==> src/rtl/mips_multicycle_ctrl_if.sv <==
// Control/status bundle between the multicycle MIPS controller and its datapath.
// master = controller side (drives enables/selects), slave = datapath side.
interface mips_multicycle_ctrl_if #(
  parameter int unsigned CNT_W = 32
);
  logic [5:0]       opcode;
  logic             zero;
  logic             mem_ready;
  logic             iord;
  logic             memread;
  logic             memwrite;
  logic             irwrite;
  logic             regdst;
  logic             memtoreg;
  logic             regwrite;
  logic             alusrca;
  logic [1:0]       alusrcb;
  logic [1:0]       aluop;
  logic [1:0]       pcsrc;
  logic             pcwrite;
  logic             illegal_op;
  logic             bus_error;
  logic [CNT_W-1:0] retired;

  modport master (
    input  opcode, zero, mem_ready,
    output iord, memread, memwrite, irwrite, regdst, memtoreg, regwrite,
           alusrca, alusrcb, aluop, pcsrc, pcwrite, illegal_op, bus_error, retired
  );

  modport slave (
    output opcode, zero, mem_ready,
    input  iord, memread, memwrite, irwrite, regdst, memtoreg, regwrite,
           alusrca, alusrcb, aluop, pcsrc, pcwrite, illegal_op, bus_error, retired
  );
endinterface

==> src/rtl/mips_multicycle_ctrl.sv <==
// Multicycle MIPS control FSM: one state per cycle, memory states stall on mem_ready
// and abort to FETCH with bus_error after TIMEOUT_CYCLES idle wait cycles (0 = never).
module mips_multicycle_ctrl #(
  parameter int unsigned TIMEOUT_CYCLES = 15,
  parameter int unsigned CNT_W          = 32
) (
  input  logic                  clk,
  input  logic                  rst_n,
  mips_multicycle_ctrl_if.master bus
);

  localparam int unsigned WAIT_W = (TIMEOUT_CYCLES < 2) ? 1 : $clog2(TIMEOUT_CYCLES + 1);
  localparam logic [WAIT_W-1:0] TO_VAL = WAIT_W'(TIMEOUT_CYCLES);
  localparam bit TO_EN = (TIMEOUT_CYCLES != 0);

  localparam logic [3:0] S_IDLE   = 4'd0;
  localparam logic [3:0] S_FETCH  = 4'd1;
  localparam logic [3:0] S_DECODE = 4'd2;
  localparam logic [3:0] S_MEMADR = 4'd3;
  localparam logic [3:0] S_MEMRD  = 4'd4;
  localparam logic [3:0] S_MEMWB  = 4'd5;
  localparam logic [3:0] S_MEMWR  = 4'd6;
  localparam logic [3:0] S_EXEC   = 4'd7;
  localparam logic [3:0] S_ALUWB  = 4'd8;
  localparam logic [3:0] S_BRANCH = 4'd9;
  localparam logic [3:0] S_ADDIEX = 4'd10;
  localparam logic [3:0] S_ADDIWB = 4'd11;
  localparam logic [3:0] S_JUMP   = 4'd12;

  localparam logic [5:0] OP_R    = 6'b000000;
  localparam logic [5:0] OP_LW   = 6'b100011;
  localparam logic [5:0] OP_SW   = 6'b101011;
  localparam logic [5:0] OP_BEQ  = 6'b000100;
  localparam logic [5:0] OP_ADDI = 6'b001000;
  localparam logic [5:0] OP_J    = 6'b000010;

  logic [3:0]        state_q, state_d;
  logic [WAIT_W-1:0] wait_q, wait_d;
  logic [CNT_W-1:0]  retired_q, retired_d;
  logic              mem_state;
  logic              timeout;
  logic              op_legal;

  always_comb begin
    mem_state = (state_q == S_FETCH) || (state_q == S_MEMRD) || (state_q == S_MEMWR);
    timeout   = TO_EN && mem_state && !bus.mem_ready && (wait_q == TO_VAL);
    op_legal  = (bus.opcode == OP_R)   || (bus.opcode == OP_LW)   || (bus.opcode == OP_SW) ||
                (bus.opcode == OP_BEQ) || (bus.opcode == OP_ADDI) || (bus.opcode == OP_J);
  end

  always_comb begin
    state_d = state_q;
    case (state_q)
      S_IDLE:   state_d = S_FETCH;
      S_FETCH:  if (bus.mem_ready) state_d = S_DECODE;
                else if (timeout)  state_d = S_FETCH;
      S_DECODE: begin
        case (bus.opcode)
          OP_LW, OP_SW: state_d = S_MEMADR;
          OP_R:         state_d = S_EXEC;
          OP_BEQ:       state_d = S_BRANCH;
          OP_ADDI:      state_d = S_ADDIEX;
          OP_J:         state_d = S_JUMP;
          default:      state_d = S_FETCH;
        endcase
      end
      S_MEMADR: state_d = (bus.opcode == OP_SW) ? S_MEMWR : S_MEMRD;
      S_MEMRD:  if (bus.mem_ready) state_d = S_MEMWB;
                else if (timeout)  state_d = S_FETCH;
      S_MEMWR:  if (bus.mem_ready || timeout) state_d = S_FETCH;
      S_EXEC:   state_d = S_ALUWB;
      S_ADDIEX: state_d = S_ADDIWB;
      S_MEMWB, S_ALUWB, S_BRANCH, S_ADDIWB, S_JUMP: state_d = S_FETCH;
      default:  state_d = S_IDLE;
    endcase
  end

  // An instruction retires only when it really completes; aborts and illegal ops do not count.
  always_comb begin
    retired_d = retired_q;
    if ((state_q == S_MEMWB) || (state_q == S_ALUWB) || (state_q == S_BRANCH) ||
        (state_q == S_ADDIWB) || (state_q == S_JUMP) ||
        ((state_q == S_MEMWR) && bus.mem_ready))
      retired_d = retired_q + 1'b1;
  end

  // A timeout in FETCH re-enters FETCH without a state change, so it must clear explicitly.
  always_comb begin
    wait_d = wait_q;
    if ((state_d != state_q) || timeout)
      wait_d = '0;
    else if (mem_state && !bus.mem_ready)
      wait_d = wait_q + 1'b1;
  end

  always_ff @(posedge clk or negedge rst_n) begin
    if (!rst_n) begin
      state_q   <= S_IDLE;
      wait_q    <= '0;
      retired_q <= '0;
    end else begin
      state_q   <= state_d;
      wait_q    <= wait_d;
      retired_q <= retired_d;
    end
  end

  always_comb begin
    bus.iord       = 1'b0;
    bus.memread    = 1'b0;
    bus.memwrite   = 1'b0;
    bus.irwrite    = 1'b0;
    bus.regdst     = 1'b0;
    bus.memtoreg   = 1'b0;
    bus.regwrite   = 1'b0;
    bus.alusrca    = 1'b0;
    bus.alusrcb    = 2'b00;
    bus.aluop      = 2'b00;
    bus.pcsrc      = 2'b00;
    bus.pcwrite    = 1'b0;
    bus.illegal_op = 1'b0;
    bus.bus_error  = timeout;
    bus.retired    = retired_q;
    case (state_q)
      S_FETCH: begin
        bus.memread = 1'b1;
        bus.alusrcb = 2'b01;
        bus.irwrite = bus.mem_ready;
        bus.pcwrite = bus.mem_ready;
      end
      S_DECODE: begin
        bus.alusrcb    = 2'b11;
        bus.illegal_op = !op_legal;
      end
      S_MEMADR, S_ADDIEX: begin
        bus.alusrca = 1'b1;
        bus.alusrcb = 2'b10;
      end
      S_MEMRD: begin
        bus.iord    = 1'b1;
        bus.memread = 1'b1;
      end
      S_MEMWB: begin
        bus.memtoreg = 1'b1;
        bus.regwrite = 1'b1;
      end
      S_MEMWR: begin
        bus.iord     = 1'b1;
        bus.memwrite = 1'b1;
      end
      S_EXEC: begin
        bus.alusrca = 1'b1;
        bus.aluop   = 2'b10;
      end
      S_ALUWB: begin
        bus.regdst   = 1'b1;
        bus.regwrite = 1'b1;
      end
      S_BRANCH: begin
        bus.alusrca = 1'b1;
        bus.aluop   = 2'b01;
        bus.pcsrc   = 2'b01;
        bus.pcwrite = bus.zero;
      end
      S_ADDIWB: bus.regwrite = 1'b1;
      S_JUMP: begin
        bus.pcsrc   = 2'b10;
        bus.pcwrite = 1'b1;
      end
      default: ;
    endcase
  end

endmodule

==> src/flat_wrapper.sv <==
// flat-port wrapper written by rule: the top's interface ports become plain ports
module mips_multicycle_ctrl_flat 
#(
  parameter int unsigned TIMEOUT_CYCLES = 15,
  parameter int unsigned CNT_W          = 32
)
  (clk, rst_n, bus_opcode, bus_zero, bus_mem_ready, bus_iord, bus_memread, bus_memwrite, bus_irwrite, bus_regdst, bus_memtoreg, bus_regwrite, bus_alusrca, bus_alusrcb, bus_aluop, bus_pcsrc, bus_pcwrite, bus_illegal_op, bus_bus_error, bus_retired);
  mips_multicycle_ctrl_if #(.CNT_W(CNT_W)) bus_i ();
  input  logic clk;
  input  logic rst_n;
  input wire logic [$bits(bus_i.opcode)-1:0] bus_opcode;
  input wire logic [$bits(bus_i.zero)-1:0] bus_zero;
  input wire logic [$bits(bus_i.mem_ready)-1:0] bus_mem_ready;
  output wire logic [$bits(bus_i.iord)-1:0] bus_iord;
  output wire logic [$bits(bus_i.memread)-1:0] bus_memread;
  output wire logic [$bits(bus_i.memwrite)-1:0] bus_memwrite;
  output wire logic [$bits(bus_i.irwrite)-1:0] bus_irwrite;
  output wire logic [$bits(bus_i.regdst)-1:0] bus_regdst;
  output wire logic [$bits(bus_i.memtoreg)-1:0] bus_memtoreg;
  output wire logic [$bits(bus_i.regwrite)-1:0] bus_regwrite;
  output wire logic [$bits(bus_i.alusrca)-1:0] bus_alusrca;
  output wire logic [$bits(bus_i.alusrcb)-1:0] bus_alusrcb;
  output wire logic [$bits(bus_i.aluop)-1:0] bus_aluop;
  output wire logic [$bits(bus_i.pcsrc)-1:0] bus_pcsrc;
  output wire logic [$bits(bus_i.pcwrite)-1:0] bus_pcwrite;
  output wire logic [$bits(bus_i.illegal_op)-1:0] bus_illegal_op;
  output wire logic [$bits(bus_i.bus_error)-1:0] bus_bus_error;
  output wire logic [$bits(bus_i.retired)-1:0] bus_retired;
  assign bus_i.opcode = bus_opcode;
  assign bus_i.zero = bus_zero;
  assign bus_i.mem_ready = bus_mem_ready;
  assign bus_iord = bus_i.iord;
  assign bus_memread = bus_i.memread;
  assign bus_memwrite = bus_i.memwrite;
  assign bus_irwrite = bus_i.irwrite;
  assign bus_regdst = bus_i.regdst;
  assign bus_memtoreg = bus_i.memtoreg;
  assign bus_regwrite = bus_i.regwrite;
  assign bus_alusrca = bus_i.alusrca;
  assign bus_alusrcb = bus_i.alusrcb;
  assign bus_aluop = bus_i.aluop;
  assign bus_pcsrc = bus_i.pcsrc;
  assign bus_pcwrite = bus_i.pcwrite;
  assign bus_illegal_op = bus_i.illegal_op;
  assign bus_bus_error = bus_i.bus_error;
  assign bus_retired = bus_i.retired;
  mips_multicycle_ctrl #(.TIMEOUT_CYCLES(TIMEOUT_CYCLES), .CNT_W(CNT_W)) u_core (.clk(clk), .rst_n(rst_n), .bus(bus_i));
endmodule
==> config.mk <==
export PLATFORM = sky130hd
export DESIGN_NAME = mips_multicycle_ctrl_flat
export DESIGN_NICKNAME = d
export VERILOG_FILES = /design/src/rtl/mips_multicycle_ctrl_if.sv /design/src/rtl/mips_multicycle_ctrl.sv /design/src/flat_wrapper.sv
export SDC_FILE = /design/constraint.sdc
export NUM_CORES = 1
export LEC_CHECK = 0
export CAP_MARGIN = 20
export CELL_PAD_IN_SITES_DETAIL_PLACEMENT = 0
export CELL_PAD_IN_SITES_GLOBAL_PLACEMENT = 1
export CORE_ASPECT_RATIO = 0.7
export CORE_MARGIN = 2
export CORE_UTILIZATION = 38
export DETAILED_ROUTE_END_ITERATION = 16
export HOLD_SLACK_MARGIN = 0.02
export PLACE_DENSITY_LB_ADDON = 0.1
export SETUP_SLACK_MARGIN = 0.15
export SLEW_MARGIN = 10
export SYNTH_ARGS = -nofsm -noshare
export SYNTH_HDL_FRONTEND = slang
export SYNTH_SLANG_ARGS = --single-unit
export TNS_END_PERCENT = 30
==> constraint.sdc <==
create_clock -name clk -period 2.9 [get_ports clk]
set_clock_uncertainty 0.2 [all_clocks]
set_input_delay 0.87 -clock clk [delete_from_list [all_inputs] [get_ports clk]]
set_output_delay 0.87 -clock clk [all_outputs]
set_load 0.01 [all_outputs]
# --- Word level (Yosys, flattened, before mapping) ---
# Index checks and enable logic that the tools add are counted.
word_totals:
  ff_bits: 40
  inputBits: 10
  output_inout_bits: 49
  word_cells: 75
op_classes:
  add_sub_neg: 2
  eq_ne: 19
  muxes: 22
  reduce_logical: 29
op_table:
  columns: ["operator", "n"]
  rows:
  - ["adder 32 x 1 -> 32 bit (second input constant)", 1]
  - ["case mux 4 bit (8 select lines)", 1]
  - ["== test 4 bit (second input constant)", 6]
  - ["two-way mux 4 bit", 6]
  - ["case mux 4 bit (5 select lines)", 1]
  - ["== test 4 x 3 -> 1 bit (second input constant)", 4]
  - ["logical OR 1 bit", 14]
  - ["== test 6 bit (second input constant)", 2]
  - ["two-way mux 1 bit", 9]
  - ["== test 4 x 2 -> 1 bit (second input constant)", 2]
  - ["case mux 2 bit (2 select lines)", 2]
  - ["OR reduction 2 bit", 4]
  - ["== test 6 x 2 -> 1 bit (second input constant)", 1]
  - ["== test 6 x 3 -> 1 bit (second input constant)", 1]
  - ["== test 6 x 4 -> 1 bit (second input constant)", 1]
  - ["logical NOT 6 bit", 1]
  - ["case mux 2 bit (3 select lines)", 1]
  - ["OR reduction 6 bit", 1]
  - ["adder 4 x 1 -> 4 bit (second input constant)", 1]
  - ["== test 4 x 1 -> 1 bit (second input constant)", 1]
  - ["logical NOT 4 bit", 1]
  - ["!= test 4 bit", 1]
  - ["OR reduction 4 bit", 1]
  - ["logical AND 1 bit", 3]
  - ["other kinds (5)", 6]

# --- Depth between registers and ports, before layout ---
logic_depth:
  ltp_word: 11
  depth_mapped: 7
  mapped_depth_nobuf: 6

# --- Worst setup path after synthesis ---
# Ideal clock, no wire load.
synth_path:
  path_kind: "input to output"
  from: "input port bus_opcode[1]"
  to: "output port bus_illegal_op"
  arrival_time_ps: 1758
  t_required_ps: 1830
  path_slack_ps: 72
  cell_stages: 6
  n_path_buf: 1
  cell_sequence: "clkbuf_1 -> maj3_1 -> nor3_1 -> a41oi_1 -> nor2_1 -> nor3_1"
synth_between:
  elab_chain_len: 8
  word_cells_on_any_way: 13
  classes_between: "eq/ne: 5; mux: 1; reduce/logical: 7"
synth_lines:
  columns: ["item", "line_no", "rtl"]
  rows:
  - ["start, declared", "flat_wrapper.sv:11", "input wire logic [$bits(bus_i.opcode)-1:0] bus_opcode;"]
  - ["== test 6 bit / logical NOT 6 bit (equally long branches)", "mips_multicycle_ctrl.sv:47", "op_legal = (bus.opcode == OP_R) || (bus.opcode == OP_LW) || (bus.opcode == OP_SW) ||"]
  - ["logical OR 1 bit (3 in series)", "mips_multicycle_ctrl.sv:47", null]
  - ["logical OR 1 bit", "mips_multicycle_ctrl.sv:48", "(bus.opcode == OP_BEQ) || (bus.opcode == OP_ADDI) || (bus.opcode == OP_J);"]
  - ["logical OR 1 bit *", "mips_multicycle_ctrl.sv:48", null]
  - ["logical NOT 1 bit *", "mips_multicycle_ctrl.sv:133", "bus.illegal_op = !op_legal;"]
  - ["two-way mux 1 bit *", "mips_multicycle_ctrl.sv:124", "case (state_q)"]
  - ["end, declared", "flat_wrapper.sv:26", "output wire logic [$bits(bus_i.illegal_op)-1:0] bus_illegal_op;"]
# Mark *: on every way between the ends. The rest lies on a longest branch, timed or not.

# --- Worst setup path in the final report ---
layout_path:
  from: "input port bus_opcode[2]"
  to: "output port bus_illegal_op"
# Same word-level chain as after synthesis.

==> results.ini <==
[outcome]
status=complete, but fails checks
violations=setup timing

[synthesis]
yosysSeqAreaShare_pct=41.2
synth_area_leaders=dfrtp_1 41%, xor2_1 8.7%, xnor2_1 4.3%
netlist_area_sq_um=2430
synth_nets=253
synth-async-reset-ratio_pct=100
ys.flop_type=dfrtp_1
synth_warnings=0
synth_cell_type_count=59
syn_inst=241
synth_edf_count=0
ys_ff_latch=40
synth_top_area_share_pct=41.2
synth_area_per_cell_sq_um=10.1
yosysTopAreaCell=dfrtp_1

[setup_path]
worst_path_max_delay_cell=maj3_2
path_common_cell=nor3_2
critPathBufInv=2
crit_path_end_kind=output pin
cpPeakStageDelay_ns=0.31
ff2ff_setup_slack_ns=0.33
startpoint_type=input port
crit_type=input port to output pin
crit_chain=buf_6 > maj3_2 > nor3_2 > a41oi_1 > nor2_1 > nor3_2 > buf_2
path_delay_family=simple AND/OR/NAND/NOR gates
worst_ep_arrival_time_ns=1.87
crit_fanout=2
required_ns=1.83

[drt]
route.detailed.drc=0
totalWireLength_um=6030
dr.first_iter.drc_count=124
postRouteAntennaNets=0
dr.pass1.iters=4
wl_per_cell_um=14.9
vias=2109
viasPerCell=5.19

[floorplanning]
die_area_sq_um=7060
ios=59
die_y_um=70.9
die_w_um=99.6
rows=24
fp.coreArea_sq_um=6220
start_util_pct=39.1

[power]
p_per_area_nw_per_um2=702
cellLeakagePower_nw=1.36
p_total_mw=2.44
ir_drop_uv=295

[final_layout]
fillers=593
layout-drive-gt1-share_pct=27.4
final_area_sq_um=3470
nets=340
utilization_pct=55.9
diodes=0
syn_to_final_growth_pct=43.0

[sta]
fmax_mhz=341
rsz0062_at_grt=yes
finalCriticalPeriod_ns=2.94
worstMarginPinSlew_ns=0.507
hold_viol=0
period_share_pct=101
worst_slack_ns=-0.0352
max-slew-margin-rel_pct=66.2
maxSlewViolCount=0
setup_viol=1

[clock_tree]
root_buffer=clkbuf_8
numCtsBuffers=5
htree_num_levels=2
clock_path_buffers=2
cts.sinks=40
cts_tree=yes
clk_latency_ns=0.29
clk_pin_slew_worst_paths_ns=0.07

[placed_design]
placed_area_sq_um=3320
place_congestion=0.791
hpwl_um=4280
post-place-ws_ns=-0.735
portBuffers=58

[global_route]
gr-total-overflow=0
grt_use_total_pct=18.1
antenna_found_initial=0
grt_pass1_vias=2027
grt_max_degree=41
grt_pass1_wl_um=10100

[run]
drv_cap=0

[hold_path]
hold_class=register to register

[cell families (layout without fill, tap and decap cells)]
kind of cell	count (synthesis)	after routing	share of synthesized area (%)
AO/OA/AOI/OAI	32	32	11.3
adder cells (fa/ha/maj)	3	3	1.44
AND/OR/NAND/NOR	104	104	27.3
XOR/XNOR	36	36	13.0
flip-flops	40	40	41.2
multiplexers	4	4	1.75
buffers and inverters	22	109	4.02
[cell type report]
type	instances	area, sq um	area share (%)
repair buffers	92	825	23.7
clock buffers	7	96.3	2.77
multi-input cells	179	1420	40.8
inverters	10	37.5	1.08
well taps	78	97.6	2.81
flip-flops and latches	40	1000	28.8
[state kept, by name, indices dropped and copies added (netlist names)]
name,flops
u_core.bus.retired,32
u_core.state_q,4
u_core.wait_q,4
[worst register-to-register path, cell delays in order, from the launching register on]
cell	delay, ns
dfrtp_1	0.39
buf_4	0.14
buf_6	0.14
or4b_4	0.55
a311oi_2	0.26
buf_4	0.15
a221o_1	0.14
mux2_4	0.35
a211oi_2	0.16
[cell usage in the layout (no fill, tap or decap), types with 3 or more instances in the layout]
| cell | count |
|---|---|
| and4_1 | 5 |
| inv_1 | 10 |
| and3_1 | 4 |
| buf_4 | 26 |
| buf_6 | 7 |
| nand2b_1 | 3 |
| nor4_1 | 4 |
| nor2_1 | 15 |
| dfrtp_1 | 40 |
| nand2_1 | 16 |
| buf_12 | 3 |
| nor4_2 | 4 |
| o22ai_1 | 3 |
| xnor2_1 | 12 |
| nand3_1 | 11 |
| nor2b_1 | 3 |
| buf_2 | 5 |
| o21ai_1 | 3 |
| xor2_1 | 24 |
| a21oi_1 | 3 |
| a211oi_2 | 4 |
| clkbuf_8 | 7 |
| dlygate4sd2_1 | 10 |
| clkbuf_2 | 7 |
| clkdlybuf4s50_1 | 33 |
| nand4_1 | 5 |
| nor3_1 | 11 |
[power breakdown]
group	internal, mW	switching, mW	total (mW)	leakage, nW
sequential	0.630	0.0825	0.713	0.447
combinational	0.677	0.651	1.33	0.859
clock	0.212	0.185	0.397	0.0503
[Yosys cell counts (2+ instances only)]
cell type	number
and4_1	5
a211oi_1	4
nor4_2	4
nand2b_1	6
ha_1	2
a21o_1	2
xnor2_1	12
nor2b_1	3
buf_2	9
a211o_1	2
nand4_1	5
nand2_1	16
inv_1	10
and3_1	4
mux2i_1	2
o22ai_1	3
o21ai_1	3
dfrtp_1	40
xor2_1	24
nor4_1	4
and2_1	2
nor2_1	16
nor3_1	14
a21oi_1	3
nand3_1	11
mux2_2	2
[repair_timing]
item	4_1_cts	5_1_grt
pin swaps	8	12
gates resized for setup	58	23
setup endpoints to repair	21	13
buffers inserted	1	2
hold buffers	0	0
[stage by stage]
stage	hold slack, ns	setup TNS, ns	std cells
after detailed placement	0.261	-5.67	396
final	0.265	-0.0352	406
after floorplan	0.304	0	241
after global placement	0.255	-4.93	396
after CTS	0.271	-0.111	404
after global routing	0.281	-0.153	406
[worst paths after layout]
path	from	end	cells past startpoint
max	bus_opcode[2]	bus_illegal_op	7
min	u_core.bus.retired[31]	u_core.bus.retired[31]	1
max reg2reg	u_core.state_q[2]	u_core.wait_q[2]	8
min reg2reg	u_core.bus.retired[31]	u_core.bus.retired[31]	1
max in group asynchronous	rst_n	u_core.bus.retired[11]	2
min in group asynchronous	rst_n	u_core.bus.retired[2]	2
[routing by layer]
layer | share of wire (%) | global-route usage (%) | wire [um] | vias up
li1 | - | - | - | 1042
met1 | 55 | 29.2 | 3320 | 1023
met2 | 41 | 24.5 | 2470 | 42
met3 | 3.7 | 3.75 | 226 | 2
met4 | 0.33 | 4.11 | 20 | 0
met5 | 0 | 0 | 0 | -
No activity file was read; power rests on OpenSTA's default activity.
==> RTL edit, RTL diff (same settings) <==
`CNT_W` is set to 32 in 3 places; all go to 48.
--- a/src/rtl/mips_multicycle_ctrl_if.sv
+++ b/src/rtl/mips_multicycle_ctrl_if.sv
@@ -1,7 +1,7 @@
 // Control/status bundle between the multicycle MIPS controller and its datapath.
 // master = controller side (drives enables/selects), slave = datapath side.
 interface mips_multicycle_ctrl_if #(
-  parameter int unsigned CNT_W = 32
+  parameter int unsigned CNT_W = 48
 );
   logic [5:0]       opcode;
   logic             zero;
--- a/src/rtl/mips_multicycle_ctrl.sv
+++ b/src/rtl/mips_multicycle_ctrl.sv
@@ -2,7 +2,7 @@
 // and abort to FETCH with bus_error after TIMEOUT_CYCLES idle wait cycles (0 = never).
 module mips_multicycle_ctrl #(
   parameter int unsigned TIMEOUT_CYCLES = 15,
-  parameter int unsigned CNT_W          = 32
+  parameter int unsigned CNT_W          = 48
 ) (
   input  logic                  clk,
   input  logic                  rst_n,
--- a/src/flat_wrapper.sv
+++ b/src/flat_wrapper.sv
@@ -2,7 +2,7 @@
 module mips_multicycle_ctrl_flat 
 #(
   parameter int unsigned TIMEOUT_CYCLES = 15,
-  parameter int unsigned CNT_W          = 32
+  parameter int unsigned CNT_W          = 48
 )
   (clk, rst_n, bus_opcode, bus_zero, bus_mem_ready, bus_iord, bus_memread, bus_memwrite, bus_irwrite, bus_regdst, bus_memtoreg, bus_regwrite, bus_alusrca, bus_alusrcb, bus_aluop, bus_pcsrc, bus_pcwrite, bus_illegal_op, bus_bus_error, bus_retired);
   mips_multicycle_ctrl_if #(.CNT_W(CNT_W)) bus_i ();
Interface: changed (resized bus_retired); port bits go from 59 to 75. The function was not compared with the original's and may differ.
==> RTL edit against the original RTL <==
- core utilization up 0.34 points
- worst hold slack improved by 0.021 ns
- worst setup slack improved by 0.097 ns
- power increased by 8.9%
- synthesized cell count grew 36%
- cell area increased by 30%
- via count is 38% higher
- combinational power decreased by 19%
- routed wire length is 41% higher
- sequential cell count increased by 16
- die area up 30%
- area after synthesis increased by 32%
==> RTL edit: results (changes against the original RTL) <==
* Status: finished, final reports clean
* First-pass GRT wire length at 13.63 mm (+34%)
* Grt met1 use at 0.2978 (+0.006181)
* Worst VDD drop at 0.0002377 V (-20%)
* Number of global-route vias before repair at 2705 (+33%)
* Reg2reg path depth at 15 (+7)
* CP arrival at 1.77 ns (-0.10 ns)
* Startpoint of the worst hold path: u_core.bus.retired[47]$_DFFE_PN0P_
* Layout Cells excl Fill at 545 (+34%)
* CP top delay family: buffers and inverters
* Place WS at -0.6119 ns (+0.1231 ns)
* Cells after synthesis at 328 (+36%)
* Met3 usage at 0.03955 (+0.002003)
* RD Place Congestion at 0.8557 (+8.1%)
* GR Util All Layers at 0.1869 (+0.006086)
* Final WL at 8.490 mm (+41%)
* Dominant cells by area after synthesis: dfrtp_1 44%, xnor2_1 7.7%, xor2_1 6.8%, nand2_1 3.6%, nand3_1 3.3%
* Worst path slowest cell: dlygate4sd2_1
* Gates resized, CTS repair at 43 (-26%)
* Worst Hold End: u_core.bus.retired[47]$_DFFE_PN0P_
* Crit Path Max Fanout at 3 (+1)
* Nets at 455 (+34%)
* Max layer used: met4
* Pin count of the biggest net entering global routing at 57 (+39%)
* Hold WS at 0.2861 ns (+0.02113 ns)
* Distinct cell type count after synthesis at 52 (-12%)
* Combinational Power at 1.08 mW (-19%)
* Met2 WL at 3.422 mm (+39%)
* Met1 WL at 4.535 mm (+37%)
* Crit path largest cell delay at 0.28 ns (-0.03 ns)
* Setup Fix Bufs, Post-CTS at 14 (+13)
* DRT iter0 DRCs at 170 (+37%)
* Synth top cells by count: 56 x dfrtp_1, 31 x nand2_1, 28 x nor2_1, 28 x xnor2_1, 25 x xor2_1
* Critical Path Start: bus_opcode[4]
* Via count at 2901 (+38%)
* Placed insts at 522 (+32%)
* Gate power share at 0.405 (-0.140)
* Clock Path Buffers at 2 (unchanged)
* Placed Area at 0.004249 mm^2 (+28%)
* Fin crit share at 0.9785 (-0.03360)
* Met2 Use GR at 0.2623 (+0.01678)
* Flop-to-flop setup slack at 0.27 ns (-0.06 ns)
* P_leak at 2.068 nW (+52%)
* Fillers at 739 (+25%)
* Root Buffer: clkbuf_16
* Port Buffer Count at 74 (+28%)
* Slew Limit Headroom at 0.5698 (-0.09193)
* Reg2reg end: u_core.wait_q[2]$_DFFE_PN0P_
* Switch Pwr at 946.9 uW (+3.1%)
* Seq. pwr at 958 uW (+34%)
* Synthesized Nets at 340 (+34%)
* Sequential share of the synthesized area at 0.4378 (+0.02568)
* Layout cell share with drive strength beyond 1 at 0.2005 (-0.07394)
* Setup_tns at 0 ns (+0.03522 ns)
* Multi-input logic area at 0.001753 mm^2 (+24%)
* Met3 Wirelength at 494 um (+120%)
* R2r startpoint: u_core.state_q[3]$_DFF_PN0_
* Max FFs per register at 48 (+50%)
* Half-perimeter wire length after placement at 6.099 mm (+42%)
-- RTL edit: cell types whose count changed in the layout (fill, tap and decap cells not counted), moves of 10 or more --
cell / change
nand2_1: +15
xnor2_1: +15
dfrtp_1: +14
buf_4: +16
nand3_1: +10
nor2_1: +10
clkdlybuf4s50_1: +17
-- RTL edit: cells by family after synthesis --
group                      synth area share
buffers and inverters               0.02697
DFF                                  0.4378
muxes                              0.007036
and+or+nand+nor                      0.2815
AOI/OAI and AO/OA                   0.09382
xor gates and xnor gates             0.1450
adders and majority gates          0.007817
-- RTL edit: final cells by class --
| cell class | count | share of cell area |
|---|---|---|
| inverters | 8 | 0.006674 |
| well taps | 101 | 0.02809 |
| clock inverters | 2 | 0.003337 |
| multi-input cells | 254 | 0.3896 |
| clock buffers | 6 | 0.03087 |
| repair buffers | 118 | 0.2294 |
| flip-flops and latches | 56 | 0.3120 |
